===== src/rtl/debounce_edge_pkg.sv =====
// debounce_edge_pkg: FSM state encodings, synchroniser depth limits and a counter-fit helper
package debounce_edge_pkg;
  typedef enum logic [1:0] {
    IDLE_LO = 2'b00,
    WAIT_HI = 2'b01,
    WAIT_LO = 2'b10,
    IDLE_HI = 2'b11
  } state_t;
  localparam int SYNC_MIN = 2;
  localparam int SYNC_MAX = 4;
  function automatic bit cnt_fits(int n, int w);
    return w >= 31 || n <= (1 << w) - 1;
  endfunction
endpackage


===== src/rtl/debounce_edge_if.sv =====
// debounce_edge_if: raw input plus debounced level, rise/fall pulses and busy; slave = debouncer, master = user
interface debounce_edge_if;
  logic din;
  logic dout;
  logic rise;
  logic fall;
  logic busy;
  modport slave (input din, output dout, rise, fall, busy);
  modport master(output din, input dout, rise, fall, busy);
endinterface


===== src/rtl/debounce_edge_sync_ff_chain.sv =====
// debounce_edge_sync_ff_chain: STAGES-deep synchroniser; clk, rst (async active-low, clears to 0), d raw in, q synchronised out
module debounce_edge_sync_ff_chain #(
  parameter int STAGES = 2
) (
  input  logic clk,
  input  logic rst,
  input  logic d,
  output logic q
);
  logic [STAGES-1:0] ff;
  always_ff @(posedge clk or negedge rst)
    if (!rst) ff <= '0;
    else ff <= {ff[STAGES-2:0], d};
  assign q = ff[STAGES-1];
endmodule


===== src/rtl/debounce_edge.sv =====
// debounce_edge: synchronise din, accept a new level after STABLE_CYCLES equal samples; clk, rst (async active-low), bus (slave)
module debounce_edge
  import debounce_edge_pkg::*;
#(
  parameter int SYNC_STAGES   = 2,
  parameter int STABLE_CYCLES = 1000,
  parameter int CNT_W         = 16
) (
  input logic           clk,
  input logic           rst,
  debounce_edge_if.slave bus
);
  localparam logic [CNT_W-1:0] LAST = CNT_W'(STABLE_CYCLES - 1);
  state_t           state;
  logic [CNT_W-1:0] cnt;
  logic             s;
  if (!cnt_fits(STABLE_CYCLES, CNT_W)) begin : g_bad_cnt_w
    $error("debounce_edge: CNT_W=%0d too small for STABLE_CYCLES=%0d", CNT_W, STABLE_CYCLES);
  end
  if (SYNC_STAGES < SYNC_MIN || SYNC_STAGES > SYNC_MAX) begin : g_bad_sync
    $error("debounce_edge: SYNC_STAGES=%0d outside %0d..%0d", SYNC_STAGES, SYNC_MIN, SYNC_MAX);
  end
  debounce_edge_sync_ff_chain #(.STAGES(SYNC_STAGES)) u_sync (
    .clk(clk),
    .rst(rst),
    .d  (bus.din),
    .q  (s)
  );
  // a reversal in a WAIT state drops all progress; commit happens on the STABLE_CYCLES-th equal sample
  always_ff @(posedge clk or negedge rst)
    if (!rst) begin
      state    <= IDLE_LO;
      cnt      <= '0;
      bus.dout <= 1'b0;
      bus.rise <= 1'b0;
      bus.fall <= 1'b0;
      bus.busy <= 1'b0;
    end else begin
      bus.rise <= 1'b0;
      bus.fall <= 1'b0;
      case (state)
        IDLE_LO:
          if (s) begin
            state    <= WAIT_HI;
            cnt      <= CNT_W'(1);
            bus.busy <= 1'b1;
          end
        WAIT_HI:
          if (!s) begin
            state    <= IDLE_LO;
            cnt      <= '0;
            bus.busy <= 1'b0;
          end else if (cnt == LAST) begin
            state    <= IDLE_HI;
            cnt      <= '0;
            bus.dout <= 1'b1;
            bus.rise <= 1'b1;
            bus.busy <= 1'b0;
          end else cnt <= cnt + 1'b1;
        IDLE_HI:
          if (!s) begin
            state    <= WAIT_LO;
            cnt      <= CNT_W'(1);
            bus.busy <= 1'b1;
          end
        WAIT_LO:
          if (s) begin
            state    <= IDLE_HI;
            cnt      <= '0;
            bus.busy <= 1'b0;
          end else if (cnt == LAST) begin
            state    <= IDLE_LO;
            cnt      <= '0;
            bus.dout <= 1'b0;
            bus.fall <= 1'b1;
            bus.busy <= 1'b0;
          end else cnt <= cnt + 1'b1;
      endcase
    end
endmodule


===== src/flat_wrapper.sv =====
// flat-port wrapper written by rule: the top's interface ports become plain ports
module debounce_edge_flat import debounce_edge_pkg::*;
#(
  parameter int SYNC_STAGES   = 2,
  parameter int STABLE_CYCLES = 1000,
  parameter int CNT_W         = 16
)
  (clk, rst, bus_din, bus_dout, bus_rise, bus_fall, bus_busy);
  debounce_edge_if bus_i ();
  input logic clk;
  input logic rst;
  input wire logic [$bits(bus_i.din)-1:0] bus_din;
  output wire logic [$bits(bus_i.dout)-1:0] bus_dout;
  output wire logic [$bits(bus_i.rise)-1:0] bus_rise;
  output wire logic [$bits(bus_i.fall)-1:0] bus_fall;
  output wire logic [$bits(bus_i.busy)-1:0] bus_busy;
  assign bus_i.din = bus_din;
  assign bus_dout = bus_i.dout;
  assign bus_rise = bus_i.rise;
  assign bus_fall = bus_i.fall;
  assign bus_busy = bus_i.busy;
  debounce_edge #(.SYNC_STAGES(SYNC_STAGES), .STABLE_CYCLES(STABLE_CYCLES), .CNT_W(CNT_W)) u_core (.clk(clk), .rst(rst), .bus(bus_i));
endmodule

===== config.mk =====
export PLATFORM = sky130hd
export DESIGN_NAME = debounce_edge_flat
export DESIGN_NICKNAME = d
export VERILOG_FILES = /design/src/rtl/debounce_edge_pkg.sv /design/src/rtl/debounce_edge_if.sv /design/src/rtl/debounce_edge_sync_ff_chain.sv /design/src/rtl/debounce_edge.sv /design/src/flat_wrapper.sv
export SDC_FILE = /design/constraint.sdc
export NUM_CORES = 1
export LEC_CHECK = 0
export ABC_CLOCK_PERIOD_IN_PS = 2000
export BUFFER_PORTS_ARGS = -buffer_cell sky130_fd_sc_hd__buf_2
export CAP_MARGIN = 40
export CORE_ASPECT_RATIO = 1.2
export CORE_MARGIN = 2
export CORE_UTILIZATION = 28
export CTS_BUF_LIST = sky130_fd_sc_hd__clkbuf_4
export DETAILED_ROUTE_END_ITERATION = 8
export GPL_TIMING_DRIVEN = 0
export PLACE_DENSITY_LB_ADDON = 0.25
export SLEW_MARGIN = 0
export SYNTH_ARGS = -nofsm -noshare
export SYNTH_HDL_FRONTEND = slang
export SYNTH_SLANG_ARGS = --single-unit

===== constraint.sdc =====
create_clock -name clk -period 2 [get_ports clk]
set_input_delay 0.3 -clock clk [delete_from_list [all_inputs] [get_ports clk]]
set_output_delay 0.3 -clock clk [all_outputs]
set_load 0.01 [all_outputs]

Word-level counts from Yosys, hierarchy flattened --
Cells that the tools add are included.
Operators by class: mux-type cells 29, $add $sub $neg 1, reduce and logical (&&, ||, !) cells 5, equality and inequality tests 12
Operator list (number):
- 16-bit 2-to-1 mux | 5
- 16-bit case mux with 4 select lines | 1
- 16-bit by 1-bit adder with 16-bit output, second input constant | 1
- 16-bit by 10-bit equality test with 1-bit output, second input constant | 1
- 1-bit 2-to-1 mux | 14
- 2-bit 2-to-1 mux | 6
- 2-bit != test, second input constant | 4
- 2-bit case mux with 4 select lines | 1
- 3-bit by 2-bit != test with 1-bit output, second input constant | 2
- 5-bit AND reduction | 1
- 2-bit equality test, second input constant | 2
- 2-bit by 1-bit != test with 1-bit output, second input constant | 2
- 1-bit case mux with 4 select lines | 1
- 4-bit AND reduction | 1
- 2-bit by 1-bit equality test with 1-bit output, second input constant | 1
- 2-bit logical NOT | 1
- 1-bit case mux with 2 select lines | 1
- 2-bit AND reduction | 1
- 2-bit nonzero test | 1
Word-level totals: logic and storage cells 54, output and inout port bits 4, input port bits 3, bits in registers 24

Longest topological paths before layout --
depth in word-level cells 4, gate-level depth with buffers 8, depth with buffers taken out 7

Cells and area by module --
Synthesis repeated with hierarchy kept, for this count alone.
Second synthesis, totals: cells, all modules 138, area total of the unflattened synthesis 1302.5 um^2
By module, submodules not included:
- debounce_edge | cells each 136, sequential area each 550.5 um^2, times used 1, area an instance 1252.5 um^2
- debounce_edge_sync_ff_chain | cells each 2, sequential area each 50.0 um^2, times used 1, area an instance 50.0 um^2

Worst setup path after synthesis --
No wires, ideal clock.
kind reg2reg, start reg u_core.cnt[0], end reg u_core.cnt[11], setup slack 72 ps, path buffers 1, period minus slack after synthesis 1928 ps, stages on the path, launching flop included 8, arrival time 1853 ps, setup time 74 ps, required time 1926 ps, path through dfrtp_1 -> ha_1 -> nor4bb_1 -> and4_4 -> or3_4 -> buf_6 -> or3_1 -> o21ai_2
Between the ends: longest elaborated chain between the ends 4, elaborated cells between the ends (all ways) 6, those cells by class add/sub: 1; eq/ne: 1; mux: 4
RTL lines:
- from (decl) | line debounce_edge.sv:15 | logic [CNT_W-1:0] cnt;
- from (signal assigned) | line debounce_edge.sv:59 | end else cnt <= cnt + 1'b1;
- from (signal assigned) | line debounce_edge.sv:77 | end else cnt <= cnt + 1'b1;
- 16-bit by 1-bit adder with 16-bit output or 16-bit by 10-bit equality test with 1-bit output (tied branches)
- 16-bit 2-to-1 mux (*) | line debounce_edge.sv:53, debounce_edge.sv:71
- 16-bit 2-to-1 mux (on tied branches) | line debounce_edge.sv:67, debounce_edge.sv:49
- 16-bit case mux with 4 select lines (*) | line debounce_edge.sv:41 | case (state)
Mark *: on every way between the ends. The rest lies on a longest branch, timed or not. A chain may end at the register's enable or synchronous reset.

Worst setup path after layout --
start reg u_core.state[0], end reg u_core.cnt[11]
Between the ends: longest elaborated chain between the ends 3, elaborated cells between the ends (all ways) 8, those cells by class eq/ne: 5; mux: 1; reduce/logical: 2
RTL lines:
- from (decl) | line debounce_edge.sv:14 | state_t state;
- from (signal assigned) | line debounce_edge.sv:32 | state <= IDLE_LO;
- from (signal assigned) | line debounce_edge.sv:44 | state <= WAIT_HI;
- from (signal assigned) | line debounce_edge.sv:50 | state <= IDLE_LO;
- 2-bit equality test or 2-bit logical NOT (tied branches) | line debounce_edge.sv:41
- 2-bit != test (no source line)
- 2-bit AND reduction (no source line)
Parallel ways exist; a longest one is shown, timed or not.

==> summary.txt <==
Outcome
  – Run status: finished clean

Routing
  – Drt first pass iters: 4
  – Met3 wire len: around 58 um
  – Final WL: between 2 and 3 mm
  – Iteration-0 DRC count of the detailed router: 16
  – DR vias: about 1100
  – Highest routed layer: met4
  – Routed met1 length: between 1 and 1.5 mm
  – WL/cell: approximately 14 um
  – # DRC: 0
  – Vias per std cell: 5.21
  – Routed wl met2: roughly 1.5 mm
  – Final ANT Viol Nets: 0

Yosys
  – Syn Area/Cell: roughly 9.5 um^2
  – Register bit total from synthesis: 24
  – Synth top area share: 0.452
  – Synth area leader: dfrtp_1
  – Synth unique cells: 39
  – Synth warn: 0
  – Post-Syn Nets: between 100 and 150
  – Netlist Area Pre-Place: 0.00133 mm^2
  – Sequential fraction of the synthesis area: 0.452
  – Post-Syn Instances: 140
  – Area contributors post-synth: dfrtp_1 45%, ha_1 4.7%, nand3_1 4.5%

Job
  – Max Cap Viol: 0

Pwr
  – Power Total: between 1.5 and 2 mW
  – Sw frac: 0.395
  – Pwr/cell area: 985 mW/mm^2
  – P_leak: about 0.63 nW
  – Peak supply drop: between 0.0002 and 0.0003 V
  – P_sw: between 0.6 and 0.7 mW
  – Internal: about 0.9 mW
  – Seq pwr share: 0.388
  – Comb power frac: 0.471
  – Clock power frac: 0.141

Global routing
  – First-pass GRT wire length: 4.73 mm
  – Initial antenna violation count: 0
  – GRT Overall Usage: 0.116
  – Grt ovf: 0
  – Vias in the first global route: 1077
  – Largest net degree at the start of global routing: 25

Final layout
  – Fin cells: approximately 210
  – Nets: 164
  – Commonest non-fill, non-tap cell in the layout: dfrtp_1
  – Syn-to-layout area delta: 16.6%
  – Post-route design area: ~0.0015 mm^2
  – Fraction of layout cells with a size suffix above 1: 0.234
  – Most frequent cells in the layout: 23 x dfrtp_1, 12 x nand3_1, 10 x nand2_1
  – ANT cells: 0
  – Final core occ: 0.337

Placed design
  – Placed cells: a little over 200
  – Routability Congestion: around 0.76
  – Post-DP Area: 0.00143 mm^2
  – DP Worst Slack: -49.9 ps
  – Half-perimeter wire length after placement: roughly 2.1 mm
  – # port buffers: 6

Critical path
  – Crit-path cells: inv_2, ha_4, inv_1, o21a_4, or3_4, or3_1, o21ai_2
  – Max incr delay on CP: 440 ps
  – WP data arrival: 2160 ps
  – Crit path max-delay family: simple AND/OR/NAND/NOR gates
  – CP max stage cell: dfrtp_1
  – Worst Path Buf+Inv: 2
  – WP data required: 2250 ps
  – Max FO, Critical Path: 10
  – Setup CP Type: flip-flop to flip-flop
  – Critical Path End Type: flip-flop
  – Startpoint types: flip-flop

Clock tree
  – CTS tree: done
  – Clk sinks: 24
  – CTS clk-pin slew, worst paths: ~130 ps
  – Clk Latency, worst-skew pair: 310 ps
  – CTS Buf Count: 3
  – Clock tree buffer depth: 2
  – H-tree depth: 1
  – CTS root buffer: clkbuf_4

STA
  – Total Neg Setup Slack: 0 ps
  – Achievable Freq: around 520 MHz
  – Layout Skew: about 6.6 ps
  – Tmin final: 1910 ps
  – Max Slew Vio Count: 0
  – Period utilization: 0.955
  – Worst Max-Slew Pin Slew: ~550 ps
  – Final worst slack: between 90 and 100 ps
  – Rel. slew slack: 0.632
  – Setup-failing EPs final: 0
  – Hold WS: just under 90 ps
  – Final Hold Viols: 0

Die
  – Die extent in y: a little under 80 um
  – I/O pin cnt: 7
  – DIE AREA: approximately 0.0053 mm^2
  – Die W: ~67 um
  – Starting Density: 0.289
  – Core area: ~0.0046 mm^2
  – FP Rows: 27

Worst hold path
  – Worst Hold Class: input pin to flip-flop
-- layout make-up --
cell class | instances | area [um^2]
Fill cell | 497 | 3050
Multi-Input combinational cell | 101 | 713
Sequential cell | 24 | 602
Timing Repair Buffer | 12 | 77.6
Tap cell | 58 | 72.6
Inverter | 10 | 37.5
Buffer | 4 | 23.8
Clock buffer | 3 | 22.5
-- timing repair --
| item | 4_1_cts | 5_1_grt |
|---|---|---|
| hold endpoints to repair | 24 | 0 |
| setup endpoints to repair | 9 | 11 |
| buffers inserted | 1 | 4 |
| hold buffers | 1 | 0 |
| pin swaps | 3 | 5 |
| resized for setup | 5 | 12 |
-- worst register-to-register path, delay by kind of cell (launching register included) --
family          cells  cell delay, ps
buf+inv             2             190
simple gates        2             810
compound gates      2             270
fa+ha+maj           1             150
flops               1             440
-- cell usage after synthesis --
| cell type | count |
|---|---|
| dfrtp_1 | 24 |
| nand3_1 | 12 |
| nand2_1 | 11 |
| inv_1 | 10 |
| a21oi_1 | 7 |
| nor2_1 | 7 |
| nand4_1 | 6 |
| nor3_1 | 6 |
| o21ai_0 | 6 |
| ha_1 | 5 |
| o311ai_0 | 5 |
| a22o_1 | 3 |
| and2_1 | 3 |
| o21bai_1 | 3 |
| xor2_1 | 3 |
| and3_1 | 2 |
| clkbuf_1 | 2 |
| o21ai_2 | 2 |
| o31ai_1 | 2 |
| or3_1 | 2 |
| a211oi_1 | 1 |
| a21o_1 | 1 |
| a31o_2 | 1 |
| and4_4 | 1 |
| buf_4 | 1 |
| buf_6 | 1 |
| clkbuf_2 | 1 |
| mux2i_1 | 1 |
| nand3b_1 | 1 |
| nor2b_1 | 1 |
| nor4b_1 | 1 |
| nor4b_2 | 1 |
| nor4bb_1 | 1 |
| o21a_1 | 1 |
| o22a_1 | 1 |
| o22ai_1 | 1 |
| or2_2 | 1 |
| or3_4 | 1 |
| xnor2_1 | 1 |
-- power by group through the flow --
stage / clock network, mW / logic (mW) / registers [mW]
finish: 0.215 / 0.718 / 0.593
global route: 0.242 / 0.794 / 0.598
CTS: 0.227 / 0.643 / 0.589
detailed placement: 0 / 0.594 / 0.601
global placement: 0 / 0.573 / 0.598
floorplan: 0 / 0.445 / 0.593
-- cell families after synthesis --
kind of cell / Yosys count / share of synthesized area
and+or+nand+nor: 57 / 0.237
AOI/OAI and AO/OA: 34 / 0.178
DFF: 24 / 0.452
buffers and inverters: 15 / 0.0518
adders and majority gates: 5 / 0.0471
xor gates and xnor gates: 4 / 0.0264
muxes: 1 / 0.00753
-- flip-flops by register name (all words and copies together) (netlist names) --
name,count
u_core.state,2
u_core.bus.dout,1
u_core.cnt,16
u_core.u_sync.ff,2
u_core.bus.fall,1
u_core.bus.busy,1
u_core.bus.rise,1
-- worst paths after layout --
path | startpoint | end | slack [ps] | depth (start not counted)
setup / recovery | u_core.state[0]$_DFFE_PN0P_ | u_core.cnt[11]$_DFFE_PN0P_ | 90 | 7
hold / removal | bus_din | u_core.u_sync.ff[0]$_DFF_PN0_ | 90 | 1
setup reg to reg | u_core.state[0]$_DFFE_PN0P_ | u_core.cnt[11]$_DFFE_PN0P_ | 90 | 7
hold reg to reg | u_core.u_sync.ff[0]$_DFF_PN0_ | u_core.u_sync.ff[1]$_DFF_PN0_ | 370 | 0
max in group asynchronous | rst | u_core.state[1]$_DFFE_PN0P_ | 1120 | 2
min in group asynchronous | rst | u_core.bus.dout$_DFFE_PN0P_ | 490 | 2
-- metal layers --
metal  vias to the layer above  GRT usage
met5                         -          0
met4                         0     0.0490
met3                         2     0.0169
met2                         7      0.210
met1                       553      0.134
li1                        542          -
Note: power is estimated with default switching activity, not from simulation.
